`src/rtl/ser4_tx.sv`:
```
// ser4_tx: N:1 LSB-first serializer with word clock and frame strobe.
// Idle words fill gaps and training words are sent on request; it flags stream underruns and counts data words.
module ser4_tx #(
    parameter int               WIDTH      = 4,
    parameter logic [WIDTH-1:0] IDLE_WORD  = '0,
    parameter logic [WIDTH-1:0] TRAIN_WORD = WIDTH'(4'b0011)
) (
    input  logic             clk,
    input  logic             rst,
    input  logic [WIDTH-1:0] data_i,
    input  logic             valid_i,
    output logic             ready_o,
    input  logic             train_i,
    input  logic             clr_i,
    output logic             ser_o,
    output logic             pclk_o,
    output logic             frame_o,
    output logic             underrun_o,
    output logic [15:0]      words_o
);

    localparam int             CW   = (WIDTH > 2) ? $clog2(WIDTH) : 1;
    localparam logic [CW-1:0]  LAST = CW'(WIDTH - 1);
    localparam logic [CW-1:0]  HALF = CW'(WIDTH / 2);

    logic [CW-1:0]    cnt_q, cnt_d;
    logic [WIDTH-1:0] sh_q, sh_d;
    logic [WIDTH-1:0] hold_q, hold_d;
    logic             hold_full_q, hold_full_d;
    logic             active_q, active_d;
    logic             underrun_q, underrun_d;
    logic [15:0]      words_q, words_d;

    logic load;
    logic accept;
    logic underrun_set;

    always_comb begin
        cnt_d        = cnt_q;
        sh_d         = sh_q;
        hold_d       = hold_q;
        hold_full_d  = hold_full_q;
        active_d     = active_q;
        words_d      = words_q;
        underrun_set = 1'b0;

        load   = (cnt_q == LAST);
        accept = valid_i && !hold_full_q;

        if (!load) begin
            cnt_d = cnt_q + 1'b1;
            sh_d  = {1'b0, sh_q[WIDTH-1:1]};
        end else begin
            cnt_d = '0;
            if (train_i) begin
                // Training preempts data but leaves any held word waiting.
                sh_d     = TRAIN_WORD;
                active_d = 1'b0;
            end else if (hold_full_q) begin
                sh_d        = hold_q;
                hold_full_d = 1'b0;
                active_d    = 1'b1;
                words_d     = words_q + 16'd1;
            end else begin
                sh_d         = IDLE_WORD;
                underrun_set = active_q;
                active_d     = 1'b0;
            end
        end

        // No bypass: hold is only refilled when it was already empty before this edge.
        if (accept) begin
            hold_d      = data_i;
            hold_full_d = 1'b1;
        end

        underrun_d = underrun_set | (underrun_q & ~clr_i);
    end

    always_ff @(posedge clk) begin
        if (rst) begin
            cnt_q       <= '0;
            sh_q        <= IDLE_WORD;
            hold_q      <= '0;
            hold_full_q <= 1'b0;
            active_q    <= 1'b0;
            underrun_q  <= 1'b0;
            words_q     <= '0;
        end else begin
            cnt_q       <= cnt_d;
            sh_q        <= sh_d;
            hold_q      <= hold_d;
            hold_full_q <= hold_full_d;
            active_q    <= active_d;
            underrun_q  <= underrun_d;
            words_q     <= words_d;
        end
    end

    assign ser_o      = sh_q[0];
    assign frame_o    = (cnt_q == '0);
    assign pclk_o     = (cnt_q < HALF);
    assign ready_o    = !hold_full_q;
    assign underrun_o = underrun_q;
    assign words_o    = words_q;

endmodule

```
`config.mk`:
```
export PLATFORM = sky130hd
export DESIGN_NAME = ser4_tx
export DESIGN_NICKNAME = d
export VERILOG_FILES = /design/src/rtl/ser4_tx.sv
export SDC_FILE = /design/constraint.sdc
export NUM_CORES = 1
export LEC_CHECK = 0
export CORE_MARGIN = 5
export CORE_UTILIZATION = 51
export DETAILED_ROUTE_END_ITERATION = 10
export PLACE_DENSITY_LB_ADDON = 0.3
export RECOVER_POWER = 50
export SLEW_MARGIN = 20
export SYNTH_ARGS = -nofsm -noshare
export SYNTH_HDL_FRONTEND = slang
export SYNTH_SLANG_ARGS = --single-unit
```
`constraint.sdc`:
```
create_clock -name clk -period 2.6 [get_ports clk]
set_clock_uncertainty 0.05 [all_clocks]
set_input_delay 0.39 -clock clk [delete_from_list [all_inputs] [get_ports clk]]
set_output_delay 0.39 -clock clk [all_outputs]
set_load 0.1 [all_outputs]
```
==> key figures, run 1 <==
Die
  • I/O pin count: 30
  • # rows: 17
  • Core ar.: approximately 0.0023 mm2
  • Starting density of the core: a little over half
  • Die height: 59.0 um
  • Die area: 0.00348 mm2
  • Die X: 59.0 um

Synth
  • YS warnings: 0
  • Seq/Total Area, Yosys: about 47%
  • Netlist Area Pre-Place: roughly 0.0012 mm2
  • Synth top area share: 47.4%
  • Syn_nets: around 150
  • Cells after synthesis: 136
  • Cell variety after synth: 30
  • Post-synth top area cell: dfxtp_1
  • Mean Syn Cell Area: 9.00 um2
  • Most common cell in the netlist: dfxtp_1
  • Top FF cell, synth: dfxtp_1
  • Synthesized flop and latch total: 29
  • Async SR Flop Fraction: 0%
  • Ranking of synthesized cells by area: dfxtp_1 (47%), nor2_1 (5.5%), a21oi_1 (4.9%), xnor2_1 (4.3%), mux2i_1 (3.3%)
  • EDFF count, synth: 0
  • Post-synth top cells: dfxtp_1 (29), nor2_1 (18), a21oi_1 (12)

Global routing
  • Largest net degree at the start of global routing: 30
  • First-pass GRT wire length: about 3900 um
  • Total track usage: 15.0%
  • Initial antenna violation count: 0
  • Number of global-route vias before repair: 934
  • Remaining Overflow, GRT: 0

CTS
  • Cts repair resizes: 0
  • H-tree depth: 2
  • Clock Pin Slew Worst Setup and Hold Paths: ~0.080 ns
  • CTS sink cnt: 29
  • Post-CTS Setup Repair Bufs: 0
  • Clk buf depth: 2
  • Clock Latency Late Sink: 0.31 ns
  • Clock root buffer master: clkbuf_4
  • Post-CTS Hold Fix Bufs: 0
  • TritonCTS Buffers: 5
  • CTS tree: built

Worst setup path
  • WP data required: 2.80 ns
  • CP Launch Type: primary input
  • Cells along the critical path: clkdlybuf4s50_1 > nand3b_1 > or3_4 > or4b_1 > a21oi_1
  • Worst path top cell family by delay: simple AND/OR/NAND/NOR gates
  • Buf/Inv on CP: 1
  • Crit path arrival time: about 2.3 ns
  • WS Path Type: in -> reg
  • Crit Path Max Fanout: 8
  • Crit end category: flip-flop
  • Crit path largest cell delay: 0.51 ns
  • Slowest cell on the critical path: or4b_1

Route
  • Routed vias: around 1100
  • Drt wl/cell: roughly 13 um
  • Initial drt markers: 14
  • First drt pass iteration count: 5
  • Post-route ant nets: 0
  • Vias per cell: around 5.5
  • Detailed Route WL: 2530 um
  • Residual DRC: 0

Power and ir drop
  • LEAKAGE: approximately 0.54 nW
  • Tot Pwr: roughly 850 uW
  • Maximum VDD drop: around 0.43 mV
  • PwrDens: between 500 and 600 mW/mm2

Min path
  • Hold WC Path Type: reg -> reg

Placed design
  • Hpwl dp: 1820 um
  • Dpl cell area: between 0.001 and 0.0015 mm2
  • Routability Congestion: approximately 0.74
  • Port bufs: 29

STA
  • WHS: 0.421 ns
  • Final hold vios: 0
  • Setup TNS: 0 ns
  • Rel. slew slack: 22.5%
  • Worst Tran Pin Value: 1.17 ns
  • # setup viols final: 0
  • Unrepaired setup endpoints after global routing: no
  • Fin. max-slew vios: 0
  • FMAX: 0.471 GHz
  • Minimum clock period: roughly 2.1 ns
  • Period utilization: between 80% and 90%

Layout
  • Layout cell share with drive strength beyond 1: about an eighth
  • FILL cells: roughly 210
  • P&R area growth vs syn: 22.7%
  • N_diodes: 0
  • Final nets: 180
  • Design area: ~0.0015 mm2
  • Core Util, Final: about two thirds

Run
  • Max Cap Viol: 0

Run status
  • Run status: complete, no violations
==> power by group <==
part / internal [mW] / leakage (nW) / total (mW) / switching, mW
combinational: 0.0325 / 0.277 / 0.114 / 0.0820
clock: 0.127 / 0.0314 / 0.269 / 0.142
sequential: 0.455 / 0.235 / 0.462 / 0.00736
total: 0.615 / 0.543 / 0.846 / 0.231
==> routing by layer <==
layer	track usage, %	wire, um	vias to the layer above
li1	-	-	538
met1	17.6	1070	498
met2	24.0	1250	30
met3	5.01	170	5
met4	8.41	36	0
met5	0	0	-
==> worst reg2reg max path, delay by kind of cell, from the launching register on <==
kind            cells  cell delay (ns)
simple gates        3             1.21
compound gates      1             0.15
flops               1             0.37
fa+ha+maj           1             0.20
==> layout make-up <==
type,count,area [um2],share of cell area [%]
well taps,28,35.0,2.33
repair buffers,32,219,14.6
clock buffers,7,55.1,3.67
multi-input cells,95,593,39.5
inverters,5,18.8,1.25
flip-flops and latches,29,581,38.7
==> logic make-up after synthesis <==
kind of cell	share of synthesized area (%)
adders and majority gates	3.07
AOI/OAI and AO/OA	9.00
muxes	3.27
xor gates and xnor gates	6.44
buffers and inverters	3.78
and+or+nand+nor	27.0
DFF	47.4
==> registers in the layout, summed over array words and instances, names as in the netlist <==
register / cells
cnt_q: 2
hold_q: 4
words_o: 16
underrun_o: 1
hold_full_q: 1
active_q: 1
sh_q: 4
==> worst paths after layout <==
path	to	startpoint	cells after the start	slack, ns
worst max-delay path	words_o[12]	train_i	5	0.48
worst min-delay path	sh_q[0]	sh_q[1]	2	0.42
worst max register to register	words_o[12]	cnt_q[0]	5	0.56
worst min register to register	sh_q[0]	sh_q[1]	2	0.42
==> stage by stage <==
stage	cells	worst slack, ns
floorplan	136	0.0374
global placement	189	0.244
detailed placement	189	0.196
CTS	196	0.519
global route	196	0.366
finish	196	0.478
==> layout by cell type, fill, tap and decap left out, types with 3 or more instances in the layout <==
cell type,instances
a21oi_1,12
buf_4,13
clkbuf_1,12
clkbuf_4,5
clkdlybuf4s50_1,7
dfxtp_1,29
ha_1,3
inv_1,5
mux2i_1,4
nand2_1,7
nand3_1,6
nand4_1,4
nor2_1,18
nor4_1,4
o21ai_0,4
or3_1,4
xnor2_1,6
xor2_1,3
Power figures use the tool's default switching activity.
==> inputs of run 2 (changes only) <==
CORE_UTILIZATION = 48   (was 51)
clock period = 2.2 ns   (was 2.6 ns; I/O delays follow)
==> run 2 against run 1 <==
  * Hold slack lost 0.0063 ns
  * Flip-flop and latch count is the same
  * Setup slack lost 0.15 ns
  * Global-route usage grew 0.67 points
  * Clock power grew 67%
  * Routed wire length shrank 1.1%
  * Critical path depth is the same
  * Via count shrank 0.47%
  * Count of clock-buffer cells in the layout is the same
  * Cell count grew 3.6%
  * Sequential share of layout area shrank 1.3 points
  * First-iteration DRC count grew 86%
  * Largest cell class unchanged
==> key figures, run 2 (synthesis results as in run 1) <==
Die
  • Die height: 60.5 um (was 59.0 um)
  • Die area: 0.00366 mm2 (was 0.00348 mm2)
  • Die X: 60.5 um (was 59.0 um)
  • Core ar.: 0.00245 mm2 (was 0.00225 mm2)
  • # rows: 18 (was 17)
  • Starting density of the core: 49.8% (was 54.3%)
  • I/O pin count: 30 (unchanged)

STA
  • Minimum clock period: approximately 1.9 ns
  • Final hold vios: 0 (unchanged)
  • Setup TNS: 0 ns (unchanged)
  • # setup viols final: 0 (unchanged)
  • Rel. slew slack: 63.8% (was 22.5%)
  • Period utilization: 85.2%
  • Worst Tran Pin Value: 0.545 ns (was 1.17 ns)
  • Unrepaired setup endpoints after global routing: no (unchanged)
  • FMAX: 0.533 GHz
  • Fin. max-slew vios: 0 (unchanged)

Worst setup path
  • Crit Path Max Fanout: 4 (was 8)
  • Worst R2R Setup Slack: 0.32 ns (was 0.56 ns)
  • WP data required: 2.40 ns (was 2.80 ns)
  • WS Path Type: reg -> reg (was in -> reg)
  • Crit end category: flip-flop (unchanged)
  • Reg2Reg Launch Point: cnt_q[0] (unchanged)
  • FF-to-FF path depth: 5 (unchanged)
  • Crit path largest cell delay: 0.50 ns (was 0.51 ns)
  • Crit path arrival time: 2.07 ns (was 2.32 ns)
  • CP Launch Type: flip-flop (was primary input)
  • Slowest cell on the critical path: or4b_1 (unchanged)
  • Worst R2R End: words_o[12] (unchanged)
  • Cells along the critical path: ha_1 > nand3b_2 > or3_4 > or4b_1 > a21oi_1 (was clkdlybuf4s50_1 > nand3b_1 > or3_4 > or4b_1 > a21oi_1)

Min path
  • Hold Path Cell Cnt: 1 (was 2)
  • Worst hold start: cnt_q[0] (was sh_q[1])
  • Hold WC Path Type: reg -> reg (unchanged)
  • Worst Hold End: cnt_q[0] (was sh_q[0])

Placed design
  • Post-placement cell count: 195 (was 189)
  • Hpwl dp: 1850 um (was 1820 um)
  • Dpl cell area: 0.00154 mm2 (was 0.00149 mm2)
  • Port bufs: 29 (unchanged)
  • Routability Congestion: 0.769 (was 0.736)

CTS
  • TritonCTS Buffers: 5 (unchanged)
  • Post-CTS Hold Fix Bufs: 0 (unchanged)
  • Clock Latency Late Sink: 0.32 ns (was 0.31 ns)
  • H-tree depth: 2 (unchanged)
  • Clock Pin Slew Worst Setup and Hold Paths: 0.09 ns (was 0.08 ns)
  • CTS sink cnt: 29 (unchanged)
  • CTS tree: built (unchanged)
  • Cts repair resizes: 0 (unchanged)
  • Post-CTS Setup Repair Bufs: 0 (unchanged)
  • Clock root buffer master: clkbuf_4 (unchanged)
  • Clk buf depth: 2 (unchanged)

Global routing
  • Total track usage: 15.7% (was 15.0%)
  • Initial antenna violation count: 0 (unchanged)
  • Largest net degree at the start of global routing: 30 (unchanged)
  • Remaining Overflow, GRT: 0 (unchanged)
  • Number of global-route vias before repair: 1013 (was 934)
  • First-pass GRT wire length: 4290 um (was 3950 um)

Power and ir drop
  • PwrDens: 718 mW/mm2 (was 563 mW/mm2)
  • Tot Pwr: 1.14 mW (was 846 uW)
  • LEAKAGE: 0.611 nW (was 0.543 nW)
  • Maximum VDD drop: 0.549 mV (was 0.429 mV)

Layout
  • Final nets: 184 (was 180)
  • Design area: 0.00158 mm2 (was 0.00150 mm2)
  • Commonest non-fill, non-tap cell in the layout: dfxtp_1 (unchanged)
  • Layout cell share with drive strength beyond 1: 26.6% (was 12.5%)
  • FILL cells: 210 (was 209)
  • Most frequent cells in the layout: dfxtp_1 (20), nor2_1 (18), buf_4 (13), clkbuf_2 (13), a21oi_1 (12) (was dfxtp_1 (29), nor2_1 (18), buf_4 (13))
  • Max reg flops: 16 (unchanged)
  • Non-Filler Instances: 203 (was 196)
  • N_diodes: 0 (unchanged)
  • P&R area growth vs syn: 29.3% (was 22.7%)

Run status
  • Run status: complete, no violations (unchanged)

Route
  • Drt wl/cell: 12.3 um (was 12.9 um)
  • Post-route ant nets: 0 (unchanged)
  • Residual DRC: 0 (unchanged)
  • Vias per cell: 5.25 (was 5.46)
  • Routed vias: 1066 (was 1071)
  • First drt pass iteration count: 4 (was 5)
  • Initial drt markers: 26 (was 14)
  • Detailed Route WL: 2500 um (was 2530 um)

Run
  • Max Cap Viol: 0 (unchanged)
==> run 2: how the worst max path moves through the flow <==
| stage | start | endpoint | slack (ns) | cells after the start |
|---|---|---|---|---|
| 5_1_grt | cnt_q[0] | words_o[12] | 0.21 | 5 |
| 3_5_place_dp | train_i | words_o[12] | 0.01 | 5 |
| 4_1_cts | cnt_q[0] | words_o[12] | 0.31 | 5 |
| 2_1_floorplan | words_o[9] | words_o[15] | 0.005 | 4 |
| 3_3_place_gp | train_i | words_o[12] | 0.04 | 5 |
| 6_report | cnt_q[0] | words_o[12] | 0.32 | 5 |
==> run 2: cell type report <==
class / count / area (um2) / area share, %
multi-input combinational: 95 / 599 / 37.9
inverter: 5 / 18.8 / 1.19
clock inverter: 1 / 30.0 / 1.90
tap: 30 / 37.5 / 2.37
sequential: 29 / 592 / 37.4
clock buffer: 7 / 55.1 / 3.48
timing repair buffer: 36 / 250 / 15.8
==> run 2: metal layers <==
layer | share of wire [%] | wire (um) | vias to the layer above | GRT usage [%]
li1 | - | - | 551 | -
met1 | 46 | 1150 | 484 | 19.0
met2 | 46 | 1150 | 25 | 25.8
met3 | 6.4 | 161 | 6 | 5.74
met4 | 1.5 | 38 | 0 | 5.57
met5 | 0 | 0 | - | 0
==> run 2: per-stage QoR <==
stage | util (%) | setup slack [ns] | hold WS (ns)
after CTS | 66.1 | 0.313 | 0.412
after detailed placement | 62.6 | 0.0128 | 0.398
after global placement | 62.6 | 0.0352 | 0.388
after floorplan | - | 0.00480 | 0.377
after global routing | 64.5 | 0.215 | 0.443
final | 64.5 | 0.325 | 0.415
==> run 2: worst max-delay path: cells and delay by family, from the launching register on <==
family | cells | cell delay (ns)
and+or+nand+nor | 3 | 1.04
DFF | 1 | 0.37
AOI/OAI and AO/OA | 1 | 0.15
adders and majority gates | 1 | 0.20
==> run 2: power breakdown <==
part | leakage [nW] | internal (mW) | switching, mW
combinational | 0.326 | 0.0436 | 0.0983
clock | 0.0455 | 0.271 | 0.177
sequential | 0.240 | 0.537 | 0.00913
total | 0.611 | 0.852 | 0.284
==> inputs of run 3 (changes only) <==
CAP_MARGIN = 0   (was default)
REMOVE_ABC_BUFFERS = 1   (was default)
==> run 3 against run 2 <==
  * Register-to-register slack got worse by 0.03 ns
  * Setup slack got worse by 0.032 ns
  * First-iteration DRC count increased by 12%
  * Critical endpoint unchanged
==> key figures, run 3 (synthesis results as in run 1) <==
Power and ir drop
  • Internal: 700 uW (was 852 uW)
  • Clock power share: 30.8% (was 39.4%)
  • Switching power: 290 uW (was 284 uW)
  • LEAKAGE: 0.591 nW (was 0.611 nW)
  • Sequential Power Share: 55.2% (was 48.1%)
  • Maximum VDD drop: 0.462 mV (was 0.549 mV)
  • Switch share: 29.3% (was 25.0%)
  • PwrDens: 647 mW/mm2 (was 718 mW/mm2)
  • Combinational fraction of design power: 14.0% (was 12.5%)

Global routing
  • Total track usage: 16.1% (was 15.7%)
  • First-pass GRT wire length: 4420 um (was 4290 um)
  • Met2 Track Usage GR: 25.6% (was 25.8%)
  • Number of global-route vias before repair: 1034 (was 1013)
  • Global-route met1 utilization: 19.6% (was 19.0%)
  • GR Util met3: 5.74% (unchanged)
  • Largest net degree at the start of global routing: 30 (unchanged)
  • Gr busiest metal: met2 (unchanged)
  • Remaining Overflow, GRT: 0 (unchanged)
  • Initial antenna violation count: 0 (unchanged)

Worst setup path
  • WS Path Type: reg -> reg (unchanged)
  • Crit end category: flip-flop (unchanged)
  • Crit Path Max Fanout: 5 (was 4)
  • Worst Setup SP: words_o[0] (was cnt_q[0])
  • Crit path arrival time: 2.11 ns (was 2.07 ns)
  • WP data required: 2.41 ns (was 2.40 ns)
  • Reg2Reg Launch Point: words_o[0] (was cnt_q[0])
  • Worst R2R Setup Slack: 0.29 ns (was 0.32 ns)
  • CP Launch Type: flip-flop (unchanged)

CTS
  • Clock root buffer master: clkbuf_4 (unchanged)
  • H-tree depth: 2 (unchanged)
  • CTS tree: built (unchanged)
  • TritonCTS Buffers: 5 (unchanged)
  • Clock Pin Slew Worst Setup and Hold Paths: 0.09 ns (about the same)
  • CTS sink cnt: 29 (unchanged)
  • Clock Latency Late Sink: 0.33 ns (was 0.32 ns)
  • Cts repair resizes: 0 (unchanged)
  • Clk buf depth: 2 (unchanged)
  • Post-CTS Setup Repair Bufs: 0 (unchanged)
  • Post-CTS Hold Fix Bufs: 0 (unchanged)

Layout
  • Most frequent cells in the layout: dfxtp_1 (29), nor2_1 (18), buf_4 (13) (was dfxtp_1 (20), nor2_1 (18), buf_4 (13), clkbuf_2 (13), a21oi_1 (12))
  • Max reg flops: 16 (unchanged)
  • N_diodes: 0 (unchanged)
  • Layout cell share with drive strength beyond 1: 20.3% (was 26.6%)
  • P&R area growth vs syn: 25.1% (was 29.3%)
  • Non-Filler Instances: 202 (was 203)
  • Commonest non-fill, non-tap cell in the layout: dfxtp_1 (unchanged)
  • Final nets: 183 (was 184)

Route
  • Vias per cell: 5.34 (was 5.25)
  • Drt wl/cell: 12.5 um (was 12.3 um)
  • First drt pass iteration count: 5 (was 4)
  • Detailed Route WL: 2530 um (was 2500 um)
  • Initial drt markers: 29 (was 26)
  • Post-route ant nets: 0 (unchanged)
  • Residual DRC: 0 (unchanged)
  • Routed vias: 1078 (was 1066)

Die
  • Core ar.: 0.00245 mm2 (unchanged)
  • Die height: 60.5 um (unchanged)
  • I/O pin count: 30 (unchanged)
  • Starting density of the core: 49.8% (unchanged)
  • Die area: 0.00366 mm2 (unchanged)
  • # rows: 18 (unchanged)
  • Die X: 60.5 um (unchanged)

STA
  • Final hold vios: 0 (unchanged)
  • Minimum clock period: 1.91 ns (was 1.88 ns)
  • # setup viols final: 0 (unchanged)
  • Worst Tran Pin Value: 0.551 ns (was 0.545 ns)
  • Rel. slew slack: 63.4% (was 63.8%)
  • Setup TNS: 0 ns (unchanged)
  • Fin. max-slew vios: 0 (unchanged)
  • Unrepaired setup endpoints after global routing: no (unchanged)
  • Period utilization: 86.7% (was 85.2%)
  • FMAX: 0.524 GHz (was 0.533 GHz)

Run
  • Max Cap Viol: 0 (unchanged)

Placed design
  • Hpwl dp: 1860 um (was 1850 um)
  • Post-placement cell count: 194 (was 195)
  • Routability Congestion: 0.800 (was 0.769)
  • Port bufs: 29 (unchanged)

Min path
  • Worst hold start: cnt_q[0] (unchanged)
  • Hold WC Path Type: reg -> reg (unchanged)

Run status
  • Run status: complete, no violations (unchanged)
## run 3: worst paths after layout
path	endpoint	cells past startpoint
setup / recovery	words_o[12]	5
hold / removal	cnt_q[0]	1
setup reg to reg	words_o[12]	5
hold reg to reg	cnt_q[0]	1
## run 3: stage by stage
step	total power [mW]	instance area (um2)	utilization, %	setup WS (ns)	hold slack (ns)
6_report	0.990	1530	62.3	0.292	0.419
5_1_grt	1.04	1530	62.3	0.162	0.439
4_1_cts	1.01	1570	63.9	0.280	0.419
3_5_place_dp	0.703	1520	61.8	0.00647	0.405
3_3_place_gp	0.700	1520	61.8	0.0190	0.391
2_1_floorplan	0.656	1200	-	-0.362	0.349
## run 3: worst max-delay path, cell delays in order (launching register included)
cell and delay (ns):
dfxtp_1 0.40, ha_1 0.21, nand2_1 0.11, or3_4 0.41, or4b_1 0.50, a21oi_1 0.15
## run 3: area by class of cell
class / count / area [um2]
repair buffers: 35 / 245
clock inverters: 2 / 10.0
clock buffers: 6 / 41.3
inverters: 5 / 18.8
fillers: 232 / 925
multi-input cells: 95 / 597
flip-flops and latches: 29 / 581
well taps: 30 / 37.5
## run 3: power by group through the flow
stage                     Combinational (mW)  Sequential, mW  Clock, mW
final                                  0.138           0.547      0.305
after CTS                              0.143           0.547      0.318
after global routing                   0.149           0.549      0.339
after detailed placement               0.143           0.559          0
after global placement                 0.142           0.558          0
after floorplan                       0.0897           0.566          0
## run 3: per-layer routing
metal  vias up  wire length, um
li1        545                -
met1       501             1090
met2        25             1240
met3         7              155
met4         0               48
met5         -                0
